--- config.mk ---
export PLATFORM = sky130hd
export DESIGN_NAME = score_keeper
export DESIGN_NICKNAME = d
export VERILOG_FILES = /design/src/rtl/score_keeper.sv
export SDC_FILE = /design/constraint.sdc
export NUM_CORES = 1
export LEC_CHECK = 0
export ABC_AREA = 0
export CAP_MARGIN = 5
export CORE_AREA = 2 2 72 74
export DETAILED_ROUTE_END_ITERATION = 8
export DIE_AREA = 0 0 74 76
export PLACE_DENSITY_LB_ADDON = 0.25
export SLEW_MARGIN = 0
export SYNTH_ARGS = -nofsm -noshare
export SYNTH_HDL_FRONTEND = slang
export SYNTH_SLANG_ARGS = --single-unit
--- constraint.sdc ---
create_clock -name clk -period 4.85 [get_ports clk]
set_clock_uncertainty 0.1 [all_clocks]
set_input_delay 0.97 -clock clk [delete_from_list [all_inputs] [get_ports clk]]
set_output_delay 0.97 -clock clk [all_outputs]
set_load 0.01 [all_outputs]
--- src/rtl/score_keeper.sv ---
// Score keeper and serve/pause/game-over controller downstream of the ball mover.
// Optional feature: define PONG_SCORE_BCD_EN for 2-digit packed BCD scores (binary otherwise).
module score_keeper #(
    parameter int unsigned DISP_COLS      = 800,
    parameter int unsigned LEFT_GOAL_COL  = 4,
    parameter int unsigned RIGHT_GOAL_COL = DISP_COLS - 4,
    parameter int unsigned WIN_SCORE      = 11,
    parameter int unsigned PAUSE_CYCLES   = 50000000,
    parameter int unsigned CNT_W          = 26
) (
    input  logic        clk,
    input  logic        rst_n,
    input  logic [11:0] ball_center_col,
    input  logic        start,
    output logic [7:0]  l_score,
    output logic [7:0]  r_score,
    output logic        ball_hold,
    output logic [1:0]  serve_dir,
    output logic        game_over,
    output logic        winner
);

    localparam int unsigned COL_W   = 12;
    localparam int unsigned SCORE_W = 8;

`ifdef PONG_SCORE_BCD_EN
    localparam logic [SCORE_W-1:0] WIN_VAL =
        SCORE_W'(((WIN_SCORE / 10) * 16) + (WIN_SCORE % 10));
`else
    localparam logic [SCORE_W-1:0] WIN_VAL = SCORE_W'(WIN_SCORE);
`endif

    typedef enum logic [1:0] {
        IDLE  = 2'd0,
        PLAY  = 2'd1,
        PAUSE = 2'd2,
        OVER  = 2'd3
    } state_e;

    state_e               state_q, state_d;
    logic [CNT_W-1:0]     cnt_q, cnt_d;
    logic                 start_q;
    logic [SCORE_W-1:0]   l_q, l_d, r_q, r_d;
    logic                 hold_q, hold_d;
    logic [1:0]           dir_q, dir_d;
    logic                 over_q, over_d;
    logic                 win_q, win_d;

    logic start_rise;
    logic left_goal;
    logic right_goal;
    logic pause_done;
    logic someone_won;

    assign start_rise  = start & ~start_q;
    assign left_goal   = ball_center_col <= COL_W'(LEFT_GOAL_COL);
    assign right_goal  = ball_center_col >= COL_W'(RIGHT_GOAL_COL);
    assign pause_done  = cnt_q == CNT_W'(PAUSE_CYCLES - 1);
    assign someone_won = (l_q == WIN_VAL) || (r_q == WIN_VAL);

    // Saturating score increment in the configured encoding.
    function automatic logic [SCORE_W-1:0] score_inc(input logic [SCORE_W-1:0] s);
        if (s == WIN_VAL) begin
            return s;
        end
`ifdef PONG_SCORE_BCD_EN
        if (s[3:0] == 4'd9) begin
            return {s[7:4] + 4'd1, 4'd0};
        end
        return {s[7:4], s[3:0] + 4'd1};
`else
        return s + SCORE_W'(1);
`endif
    endfunction

    // State and datapath registers.
    always_ff @(posedge clk or negedge rst_n) begin
        if (!rst_n) begin
            state_q <= IDLE;
            cnt_q   <= '0;
            start_q <= 1'b0;
            l_q     <= '0;
            r_q     <= '0;
            hold_q  <= 1'b1;
            dir_q   <= 2'b00;
            over_q  <= 1'b0;
            win_q   <= 1'b0;
        end else begin
            state_q <= state_d;
            cnt_q   <= cnt_d;
            start_q <= start;
            l_q     <= l_d;
            r_q     <= r_d;
            hold_q  <= hold_d;
            dir_q   <= dir_d;
            over_q  <= over_d;
            win_q   <= win_d;
        end
    end

    // Next-state logic.
    always_comb begin
        state_d = state_q;
        case (state_q)
            IDLE:    if (start_rise) state_d = PAUSE;
            PLAY:    if (left_goal || right_goal) state_d = PAUSE;
            PAUSE:   if (pause_done) state_d = someone_won ? OVER : PLAY;
            OVER:    if (start_rise) state_d = PAUSE;
            default: state_d = IDLE;
        endcase
    end

    // Next values of the registered outputs; left goal takes priority on a tie.
    always_comb begin
        cnt_d  = '0;
        l_d    = l_q;
        r_d    = r_q;
        dir_d  = dir_q;
        win_d  = win_q;
        case (state_q)
            PLAY: begin
                if (left_goal) begin
                    r_d   = score_inc(r_q);
                    dir_d = 2'b10;
                end else if (right_goal) begin
                    l_d   = score_inc(l_q);
                    dir_d = 2'b01;
                end
            end
            PAUSE: begin
                if (!pause_done) begin
                    cnt_d = cnt_q + CNT_W'(1);
                end else if (someone_won) begin
                    win_d = (r_q == WIN_VAL);
                end
            end
            OVER: begin
                if (start_rise) begin
                    l_d   = '0;
                    r_d   = '0;
                    dir_d = 2'b00;
                end
            end
            default: ;
        endcase
        hold_d = (state_d != PLAY);
        over_d = (state_d == OVER);
    end

    assign l_score   = l_q;
    assign r_score   = r_q;
    assign ball_hold = hold_q;
    assign serve_dir = dir_q;
    assign game_over = over_q;
    assign winner    = win_q;

endmodule

==> metrics.md, run 1 <==
| Metric | Value |
|---|---|
| GP Congestion | 0.796 |
| Die width | 74 um |
| CTS Sinks | 50 |
| Leading area contributor after synthesis | dfrtp_1 |
| Setup slack after layout | 1.75 ns |
| P&R area growth vs syn | 18.0% |
| CTS tree | done |
| Post-CTS Setup Bufs | 0 |
| Post-synthesis cell type count | 49 |
| Final Hold Fails | 0 |
| Worst R2R Path Depth | 6 |
| Post-layout instance area | 3300 sq um |
| Dpl cell area | 3190 sq um |
| Final #Nets | 355 |
| Fin crit period | 3.10 ns |
| Post-synth ARST share | 100% |
| Mapped Area | 2800 sq um |
| Crit path arrival time | 3.18 ns |
| Internal | 0.597 mW |
| Fraction of layout cells with a size suffix above 1 | 5.39% |
| Most frequent cell after synthesis | dfrtp_1 |
| Worst-path fanout max | 16 |
| Switching Share | 19.9% |
| Synth top cells by count | dfrtp_1 (49), nor2_1 (37), nand3_1 (26) |
| Pleak | 1.35 nW |
| Iteration-0 DRC Markers | 185 |
| Row Count | 26 |
| Placeable Area | 4910 sq um |
| R2R Setup Slk | 2.37 ns |
| Hold-fix buffers at CTS | 0 |
| Vias in the first global route | 2,190 |
| Slew Viols, Final | 0 |
| Primary FF master, synth | dfrtp_1 |
| Placement Setup Slack | 1.42 ns |
| Final core occ | 67.3% |
| Combinational power share | 3.7% |
| Hpwl dp | 4130 um |
| H-tree depth | 2 |
| Avg WL per Cell | 14.5 um |
| Largest cells by area after synthesis | dfrtp_1 (44%), xnor2_1 (5.0%), nor2_1 (5.0%) |
| P per Cell Area | 226 nW/um^2 |
| Mapped Cells | 300 |
| Diodes inserted | 0 |
| HP Class | reg2reg |
| Reg2reg end | r_score[6] |
| PostCTS Resize Cnt | 0 |
| First-pass GRT wire length | 9760 um |
| Clock Latency Late Sink | 0.30 ns |
| Max transition margin | 25.8% |
| Initial Util | 57.0% |
| DIE HEIGHT | 76 um |
| DRC | 0 |
| Mean post-synth cell area | 9.33 sq um |
| Period Utilization, post-route | 63.9% |
| Via-per-instance ratio | 5.86 |
| Post-synth EDFFs | 0 |
| Reg2reg start | state_q[1] |
| Crit. End Element | register |
| Crit path kind | in2reg |
| RSZ-0062 raised after global routing | false |
| Grt ovf | 0 |
| CTS Buf Count | 5 |
| Crit path launch type | input port |
| Total die area | 5620 sq um |
| Largest net degree at the start of global routing | 51 |
| Root Buffer Master | clkbuf_8 |
| Ports | 36 |
| Least-Margin Pin Slew | 1.11 ns |
| Status | complete, no violations |
| Worst Setup SP | ball_center_col[5] |
| Sequential share of the synthesized area | 44.7% |
| Max-cap violations | 0 |
| Max Root-Sink Buffers | 2 |
| Fmax | 323 MHz |
| Share of power burned in registers | 55.9% |
| Post-Route WL | 5870 um |
| Total negative slack | 0 ns |
| Setup-failing EPs final | 0 |
| Yosys top cell area share | 43.8% |
| Share of total power in the clock network | 40.4% |
| Antenna violations before repair | 0 |
| Vias | 2,366 |
| Synth Register Bits | 50 |
| VDD IR max | 0.171 mV |
| Mapped Nets | 322 |
| Yosys warnings | 0 |
| CP endpoint | l_score[3] |
| # port buffers | 35 |
| Net switching power | 0.149 mW |
| GRT Util Overall | 21.7% |
| Post-DRT Antenna Nets | 0 |
| Clock-pin slew on the worst setup and hold paths | 0.09 ns |
| CP required | 4.93 ns |
| DRT Pass-1 Iters | 4 |
## layer usage
metal,GRT usage (%),vias up,wire (um)
li1,-,1157,-
met1,29.1,1145,2680
met2,36.0,59,2900
met3,3.04,5,230
met4,6.91,0,61
met5,0,-,0
## state kept, by name, summed over array words and instances (netlist names)
register and cells:
cnt_q 26, ball_hold 1, serve_dir 2, l_score 8, r_score 8, game_over 1
state_q 2, start_q 1, winner 1
## power by group through the flow
stage                     Clock [mW]  Sequential (mW)  Combinational (mW)
final                          0.301            0.417              0.0273
after global routing           0.330            0.417              0.0306
after CTS                      0.310            0.417              0.0280
after detailed placement           0            0.425              0.0279
after global placement             0            0.425              0.0277
after floorplan                    0            0.425             0.00688
## worst max-delay path: stages
cell and delay, ns:
clkdlybuf4s50_1 0.39, or3_1 0.45, o211a_1 0.30, o21ai_1 0.74, or4b_2 0.25, o211ai_1 0.08
## per-stage QoR
step / cells / total power, mW / hold WS (ns)
finish: 404 / 0.746 / 0.430
global route: 404 / 0.778 / 0.473
CTS: 404 / 0.755 / 0.427
detailed placement: 396 / 0.453 / 0.414
global placement: 396 / 0.453 / 0.416
floorplan: 300 / 0.432 / 0.386
## cell families (layout without fill, tap and decap cells)
| family | Yosys count | count (layout) | synth area share [%] |
|---|---|---|---|
| AOI/OAI and AO/OA | 54 | 54 | 12.6 |
| and+or+nand+nor | 145 | 145 | 28.7 |
| DFF | 50 | 50 | 44.7 |
| buffers and inverters | 19 | 53 | 2.95 |
| adders and majority gates | 7 | 7 | 3.13 |
| xor gates and xnor gates | 24 | 24 | 7.51 |
| muxes | 1 | 1 | 0.357 |
## placed cells by master, fill, tap and decap left out, types with 11 or more instances in the layout
master / Yosys / routed
clkdlybuf4s50_1: 0 / 34
dfrtp_1: 49 / 49
nand2_1: 14 / 14
nand3_1: 26 / 26
nand4_1: 11 / 11
nor2_1: 37 / 37
o21ai_0: 25 / 25
xnor2_1: 16 / 16
## worst min-delay path by stage
stage                from         end  slack [ns]  cells after the start
3_3_place_gp   r_score[7]  r_score[7]        0.42                      1
4_1_cts        r_score[7]  r_score[7]        0.43                      1
3_5_place_dp   r_score[7]  r_score[7]        0.41                      1
2_1_floorplan    cnt_q[0]    cnt_q[0]        0.39                      1
5_1_grt        r_score[7]  r_score[7]        0.47                      1
6_report       r_score[7]  r_score[7]        0.43                      1
## cell type report
type	count	area, sq um
clock buffers	7	86.3
clock inverters	1	30.0
fillers	400	1610
inverters	10	37.5
multi-input cells	231	1470
flip-flops and latches	50	1250
well taps	70	87.6
repair buffers	35	345
Note: power is estimated with default switching activity, not from simulation.
==> inputs of run 2 (changes only) <==
--- a/config.mk
+++ b/config.mk
@@ -7,9 +7,9 @@
 export LEC_CHECK = 0
 export ABC_AREA = 0
 export CAP_MARGIN = 5
-export CORE_AREA = 2 2 72 74
+export CORE_AREA = 2 2 78 80
 export DETAILED_ROUTE_END_ITERATION = 8
-export DIE_AREA = 0 0 74 76
+export DIE_AREA = 0 0 80 82
 export PLACE_DENSITY_LB_ADDON = 0.25
 export SLEW_MARGIN = 0
 export SYNTH_ARGS = -nofsm -noshare
==> constraint.sdc (replaced) <==
create_clock -name clk -period 2.77 [get_ports clk]
set_clock_uncertainty 0.1 [all_clocks]
set_input_delay 0.554 -clock clk [delete_from_list [all_inputs] [get_ports clk]]
set_output_delay 0.554 -clock clk [all_outputs]
set_load 0.01 [all_outputs]
==> metrics.md, run 2 (synthesis results as in run 1) <==
| Metric | Value |
|---|---|
| Die width | 80 um (+8.1%) |
| Clock-pin slew on the worst setup and hold paths | 0.09 ns (about the same) |
| Max Root-Sink Buffers | 2 (unchanged) |
| Layout fillers | 518 (+30%) |
| CP max-delay cell | or4_4 |
| Hpwl dp | 4420 um (+7.2%) |
| Largest net degree at the start of global routing | 27 (-47%) |
| P per Cell Area | 413 nW/um^2 (+83%) |
| Final core occ | 59.5% (-7.8 points) |
| DRC | 0 (unchanged) |
| Worst-path fanout max | 8 (-8) |
| Fmax | 421 MHz |
| CP Cell Sequence | clkdlybuf4s50_1 > or4_4 > nor4_4 > a41oi_4 > o21ai_0 > o31ai_1 |
| Placement Setup Slack | 0.0886 ns (-1.33 ns) |
| Vias in the first global route | 2,304 (+5.2%) |
| Fin crit period | 2.38 ns |
| Slew Viols, Final | 0 (unchanged) |
| Setup slack after layout | 0.393 ns (-1.36 ns) |
| Period Utilization, post-route | 85.8% |
| Switching Share | 19.1% (-0.82 points) |
| Internal | 1.14 mW (+91%) |
| Crit. End Element | register |
| Total negative slack | 0 ns (unchanged) |
| Combinational power share | 3.8% (about the same) |
| Diodes inserted | 0 (unchanged) |
| Grt ovf | 0 (unchanged) |
| Iteration-0 DRC Markers | 78 (-58%) |
| Crit path kind | in2reg |
| P&R area growth vs syn | 22.0% |
| Worst R2R Path Depth | 5 (-1) |
| Fraction of layout cells with a size suffix above 1 | 8.16% (+2.8 points) |
| Post-layout instance area | 3420 sq um (+3.4%) |
| First-pass GRT wire length | 10,500 um (+7.4%) |
| CTS tree | done |
| Crit path arrival time | 2.47 ns (-0.71 ns) |
| Post-DRT Antenna Nets | 0 (unchanged) |
| Vias | 2,411 (+1.9%) |
| Hold Slack | 0.145 ns (-0.285 ns) |
| Crit path launch type | input port |
| CP required | 2.86 ns (-2.07 ns) |
| Row Count | 28 (+7.7%) |
| VDD IR max | 0.284 mV (+66%) |
| Count of non-filler cells in the finished layout | 418 (+3.5%) |
| Post-Route WL | 6110 um (+4.0%) |
| Post-CTS Setup Bufs | 0 (unchanged) |
| Final #Nets | 364 (+2.5%) |
| Initial Util | 48.7% (-8.3 points) |
| R2R Setup Slk | 0.54 ns (-1.83 ns) |
| DRT Pass-1 Iters | 4 (unchanged) |
| PostCTS Resize Cnt | 0 (unchanged) |
| Status | complete, no violations |
| Reg2reg start | r_score[5] |
| GRT Util Overall | 20.2% (-1.5 points) |
| # port buffers | 35 (unchanged) |
| H-tree depth | 2 (unchanged) |
| RSZ-0062 raised after global routing | false |
| Hold-fix buffers at CTS | 0 (unchanged) |
| Total power | 1.41 mW (+89%) |
| DIE HEIGHT | 82 um (+7.9%) |
| Inst Count DP | 410 (+3.5%) |
| GP Congestion | 0.796 (about the same) |
| Clock Latency Late Sink | 0.30 ns (about the same) |
| Ports | 36 (unchanged) |
| Dpl cell area | 3270 sq um (+2.7%) |
| Commonest non-fill, non-tap cell in the layout | dfrtp_1 |
| Total die area | 6560 sq um (+17%) |
| Max transition margin | 59.3% (+33 points) |
| Root Buffer Master | clkbuf_8 |
| CTS Buf Count | 5 (unchanged) |
| Setup-failing EPs final | 0 (unchanged) |
| Pleak | 1.41 nW (+4.9%) |
| Most flop-heavy register | cnt_q |
| Antenna violations before repair | 0 (unchanged) |
| Max FFs per register | 26 (unchanged) |
| Avg WL per Cell | 14.6 um (+0.49%) |
| Final Hold Fails | 0 (unchanged) |
| Via-per-instance ratio | 5.77 (-1.5%) |
| Share of total power in the clock network | 44.4% (+4.0 points) |
| Placeable Area | 5750 sq um (+17%) |
| Share of power burned in registers | 51.8% (-4.1 points) |
| Least-Margin Pin Slew | 0.610 ns (-0.502 ns) |
| Commonest non-fill, non-tap cells in the layout | dfrtp_1 (49), nor2_1 (37), clkdlybuf4s50_1 (34), nand3_1 (26), o21ai_0 (25) |
| HP Class | in2async |
| Net switching power | 0.270 mW (+81%) |
| Max-cap violations | 0 (unchanged) |
| Max stage delay on crit path | 0.57 ns (-0.17 ns) |
| CTS Sinks | 50 (unchanged) |
| Reg2reg end | r_score[6] |
==> run 2: power by group through the flow <==
stage | clock network (mW) | registers, mW | logic (mW)
3_5_place_dp | 0 | 0.745 | 0.0548
5_1_grt | 0.673 | 0.731 | 0.0601
4_1_cts | 0.646 | 0.730 | 0.0550
2_1_floorplan | 0 | 0.745 | 0.0121
6_report | 0.626 | 0.730 | 0.0537
3_3_place_gp | 0 | 0.745 | 0.0543
==> run 2: layout make-up <==
cell class	count	area [sq um]	share of cell area, %
multi-input cells	231	1470	42.9
clock inverters	2	60.1	1.76
repair buffers	44	425	12.4
flip-flops and latches	50	1250	36.7
clock buffers	6	82.6	2.42
inverters	10	37.5	1.10
well taps	75	93.8	2.75
==> run 2: worst max-delay path, delay by kind of cell <==
kind / cells / cell delay (ns)
buf+inv: 1 / 0.42
compound gates: 3 / 0.56
simple gates: 2 / 0.93
==> run 2: layer usage <==
layer	up-vias	GRT usage (%)	wire, um
li1	1185	-	-
met1	1164	25.8	2770
met2	51	34.0	2990
met3	11	4.07	251
met4	0	7.63	102
met5	-	0	0
==> run 2: worst max path at each step <==
stage                  startpoint         end  depth (start not counted)
2_1_floorplan  ball_center_col[4]  r_score[6]                          5
3_3_place_gp   ball_center_col[5]  l_score[3]                          7
3_5_place_dp   ball_center_col[5]  l_score[3]                          7
4_1_cts        ball_center_col[5]  l_score[3]                          7
5_1_grt        ball_center_col[4]  r_score[2]                          6
6_report       ball_center_col[4]  r_score[6]                          6
==> RTL change 1: new RTL, config.mk and constraints of run 1 <==
Make the reset (`rst_n`) synchronous in one clocked block.
--- a/src/rtl/score_keeper.sv
+++ b/src/rtl/score_keeper.sv
@@ -74,7 +74,7 @@
     endfunction
 
     // State and datapath registers.
-    always_ff @(posedge clk or negedge rst_n) begin
+    always_ff @(posedge clk) begin
         if (!rst_n) begin
             state_q <= IDLE;
             cnt_q   <= '0;
Check against the original RTL: no difference found for any inputs over 10 cycles, from zero or initial values and one cycle with rst_n low; that may be too few to reach the edited logic, so the function may still have changed.
==> RTL change 1 against run 1 <==
Area after synthesis decreased by 8.5%. Non-clock buffer count is the same. Critical path depth stayed put. Final area fell by 6.8%. Worst setup slack gained 0.23 ns. Highest routed layer unchanged. Critical path type unchanged. Sequential cell count unchanged. Routed wire length is 14% lower. Total power is 2.0% higher. Largest power group unchanged.
==> RTL change 1: results (changes against run 1) <==
| Metric | Value |
|---|---|
| GP Congestion | `0.785 (was 0.796)` |
| Vias in the first global route | `2,029 (was 2,190)` |
| Sequential share of the synthesized area | `39.1% (was 44.7%)` |
| Non-clock inverter instance count of the final layout | `6 (was 10)` |
| Inst Count DP | `388 (was 396)` |
| Maximum number of pins on one net before global-route repair | `26 (was 51)` |
| Detailed route wirelength on metal3 | `194 um (was 230 um)` |
| Number of filler instances in the final layout | `433 (was 400)` |
| Met1 routed wirelength after detailed routing | `2550 um (was 2680 um)` |
| Worst endpoint data arrival time | `2.95 ns (was 3.18 ns)` |
| Delay of the slowest cell on the worst path | `0.52 ns (was 0.74 ns)` |
| Routing usage on met2 | `30.2% (was 36.0%)` |
| Layout multi-input combinational cell count | `227 (was 231)` |
| Net count of the mapped netlist | `309 (was 322)` |
| Run status | `finished clean (unchanged)` |
| Worst-path cell with the longest stage delay | `a2111oi_1 (was o21ai_1)` |
| Most frequent cells after synthesis | `50 x dfxtp_1, 44 x nor2_1, 26 x nand2_1 (was 49 x dfrtp_1, 37 x nor2_1, 26 x nand3_1)` |
| Data buffer area share | `11.4% (was 10.5%)` |
| Fraction of met3 tracks used by global routing | `3.97% (was 3.04%)` |
| Crit-path max FO | `9 (was 16)` |
| Routed vias/inst | `5.42 (was 5.86)` |
| Final #Nets | `346 (was 355)` |
| Adder-Cell Fraction of Synth Area | `2.93% (was 3.13%)` |
| Synth Area in XOR/XNOR | `10.3% (was 7.51%)` |
| Mux cell area share after synthesis | `1.17% (was 0.357%)` |
| Seq cells | `50 (unchanged)` |
| Finished Layout Cells | `396 (was 404)` |
| Part of the power in combinational logic | `5.7% (was 3.7%)` |
| First-pass GRT wire length | `9010 um (was 9760 um)` |
| Multi-input gate area | `1510 um^2 (was 1470 um^2)` |
| Clock tree cell share of total cell area | `3.66% (was 3.52%)` |
| Compound-Gate Fraction of Synth Area | `12.0% (was 12.6%)` |
| Number of clock buffer instances in the layout | `5 (was 7)` |
| Detailed Place HPWL | `3680 um (was 4130 um)` |
| Yosys cell types | `59 (was 49)` |
| Switching share of power | `22.6% (was 19.9%)` |
[RTL change 1: changes by cell type after synthesis, moves of 7 or more]
cell and change:
xor2_1 +7, nand2_1 +12, nor2_1 +7, o21ai_0 -16, dfrtp_1 -49, and4_1 -7
dfxtp_1 +50
[RTL change 1: path summary, 6_finish.rpt]
| kind | startpoint | end | slack (ns) | depth (start not counted) |
|---|---|---|---|---|
| max reg2reg | state_q[0] | l_score[2] | 2.50 | 6 |
| min reg2reg | cnt_q[0] | cnt_q[0] | 0.37 | 1 |
| max | ball_center_col[7] | r_score[6] | 1.98 | 6 |
| min | cnt_q[0] | cnt_q[0] | 0.37 | 1 |
[RTL change 1: metrics by stage]
| stage | power [mW] | worst slack [ns] | instance area (um^2) |
|---|---|---|---|
| global route | 0.793 | 1.79 | 3080 |
| floorplan | 0.451 | 2.38 | 2560 |
| detailed placement | 0.470 | 1.66 | 2970 |
| finish | 0.761 | 1.98 | 3080 |
| global placement | 0.469 | 1.73 | 2970 |
| CTS | 0.769 | 1.99 | 3080 |
==> RTL change 2: new RTL, config.mk and constraints of run 1 <==
Made on the original files. Add a define of `PONG_SCORE_BCD_EN`.
--- a/src/rtl/score_keeper.sv
+++ b/src/rtl/score_keeper.sv
@@ -1,5 +1,7 @@
 // Score keeper and serve/pause/game-over controller downstream of the ball mover.
 // Optional feature: define PONG_SCORE_BCD_EN for 2-digit packed BCD scores (binary otherwise).
+`define PONG_SCORE_BCD_EN
+
 module score_keeper #(
     parameter int unsigned DISP_COLS      = 800,
     parameter int unsigned LEFT_GOAL_COL  = 4,
Formal check against the unedited RTL: same outputs for any inputs over 10 cycles, from zero or initial values and one cycle with rst_n low; that may be too few to reach the edited logic, so the function may still have changed.
==> RTL change 2 against run 1 <==
Fmax increased by 9.4%. Sequential cell count unchanged. Final area increased by 0.95%. Worst setup slack improved by 0.27 ns. Sequential share of layout area decreased by 0.36 points. Area after synthesis increased by 1.7%. Routed wire length increased by 0.85%.
Power is not compared: it rests on default switching activity, and its combinational part moved more than twofold at a synthesized area within 25%.
==> RTL change 2: results (changes against run 1) <==
| Metric | Value |
|---|---|
| Run status | `finished clean (unchanged)` |
| Worst endpoint data arrival time | `2.97 ns (was 3.18 ns)` |
| Final #Nets | `359 (was 355)` |
| Maximum number of pins on one net before global-route repair | `51 (unchanged)` |
| Total iterations of the first detailed-routing run | `4 (unchanged)` |
| Number of levels the H-tree was split into | `2 (unchanged)` |
| Final antenna diode count | `0 (unchanged)` |
| Total CTS buffers | `5 (unchanged)` |
| First-pass GRT wire length | `10,700 um (was 9760 um)` |
| Cell types with the largest area share after synthesis | `dfrtp_1 43%, ha_1 5.3%, nor2_1 5.3%, nand3_1 3.7%, xnor2_1 3.7% (was dfrtp_1 44%, xnor2_1 5.0%, nor2_1 5.0%, nand3_1 4.6%, o21ai_0 4.5%)` |
| Input/output buffers | `35 (unchanged)` |
| Crit-path max FO | `14 (was 16)` |
| Count of yosys warnings during synthesis | `0 (unchanged)` |
| Type of the most critical hold path | `reg -> reg (unchanged)` |
| Largest Register | `cnt_q (unchanged)` |
| Post-CTS resize count | `0 (unchanged)` |
| Routed vias/inst | `5.67 (was 5.86)` |
| Leakage Power | `about 1.3 nW` |
| Largest buffer count on any clock path | `2 (unchanged)` |
| Layout cells sized above 1 | `7.51% (was 5.39%)` |
| Clk_lat worst skew | `0.30 ns (about the same)` |
| Sequential share of the synthesized area | `44.0% (was 44.7%)` |
| Yosys cell types | `56 (was 49)` |
| Worst-case vdd ir drop | `about 200 uV` |
| All-layer global routing usage | `23.7% (was 21.7%)` |
| Vias in the first global route | `2,322 (was 2,190)` |
| Antenna violations before repair | `0 (unchanged)` |
| Post-CTS setup buffers | `0 (unchanged)` |
| Root buffer cell | `clkbuf_8 (unchanged)` |
| Initial drt markers | `77 (was 185)` |
| Detailed Place HPWL | `4200 um (was 4130 um)` |
| Async set-reset flop share out of synthesis | `100% (unchanged)` |
| GP Congestion | `0.794 (was 0.796)` |
| Net count of the mapped netlist | `323 (was 322)` |
| Clock transition at the registers of the reported paths | `0.09 ns (about the same)` |
| Slew @ Worst Pin | `1.10 ns (was 1.11 ns)` |
| Max reg flops | `26 (unchanged)` |
| Most frequent cells after synthesis | `49 x dfrtp_1, 40 x nor2_1, 21 x nand3_1 (was 49 x dfrtp_1, 37 x nor2_1, 26 x nand3_1)` |
| Worst-path cell with the longest stage delay | `o22ai_1 (was o21ai_1)` |
| WL final | `5920 um (was 5870 um)` |
| Delay of the slowest cell on the worst path | `0.69 ns (was 0.74 ns)` |
==> RTL change 2: cell types whose count changed after synthesis, moves of 4 or more <==
cell	change
and4_1	-6
nand3_1	-5
xnor2_1	-4
clkbuf_1	-4
a21o_1	+4
xor2_1	+4
a21oi_1	-6
ha_1	+5
o21ai_0	-11
nand2_1	+6
and3_1	-6
==> RTL change 2: area by class of cell <==
cell class | instances | area, um^2
clock inverters | 2 | 12.5
flip-flops and latches | 50 | 1250
repair buffers | 35 | 345
multi-input cells | 229 | 1510
well taps | 70 | 87.6
clock buffers | 6 | 82.6
fillers | 409 | 1580
inverters | 11 | 41.3
==> RTL change 2: layer usage <==
layer / global-route usage (%) / wire length [um] / vias to the layer above
met3: 3.70 / 202 / 9
met2: 38.8 / 2870 / 38
met4: 7.64 / 93 / 0
met1: 31.7 / 2760 / 1108
li1: - / - / 1128
met5: 0 / 0 / -
==> RTL change 2: kinds of logic after synthesis <==
family,count (synthesis),synth area share [%]
flops,50,44.0
simple gates,148,29.2
xor+xnor,24,7.38
fa+ha+maj,12,5.27
buf+inv,17,2.90
compound gates,45,11.3
==> RTL change 2: worst max-delay path, delay by kind of cell <==
kind	cells	cell delay (ns)
buf+inv	1	0.39
simple gates	2	0.46
compound gates	3	1.14
==> RTL change 2: path summary, 6_finish.rpt <==
path	from	end	slack (ns)	cells after the start
max in group asynchronous	rst_n	r_score[6]	3.21	1
min in group asynchronous	rst_n	cnt_q[22]	0.76	1
worst max register to register	state_q[1]	l_score[7]	2.18	6
worst min register to register	cnt_q[0]	cnt_q[0]	0.40	1
worst max-delay path	ball_center_col[7]	l_score[7]	2.02	6
worst min-delay path	cnt_q[0]	cnt_q[0]	0.40	1
==> RTL change 2: power by group <==
part	internal [mW]	total, mW	leakage, nW	switching, mW
sequential	0.448	0.491	0.660	0.0421
clock	0.115	0.257	0.0472	0.142
combinational	0.0954	0.200	0.613	0.105
==> RTL change 2: through the flow <==
step           hold WS, ns  std cells  worst slack [ns]  cell area (um^2)
6_report             0.397        403              2.02              3340
4_1_cts              0.399        403              2.03              3340
2_1_floorplan        0.350        296              2.50              2850
3_3_place_gp         0.377        395              1.84              3240
5_1_grt              0.444        403              1.82              3340
3_5_place_dp         0.386        395              1.73              3240
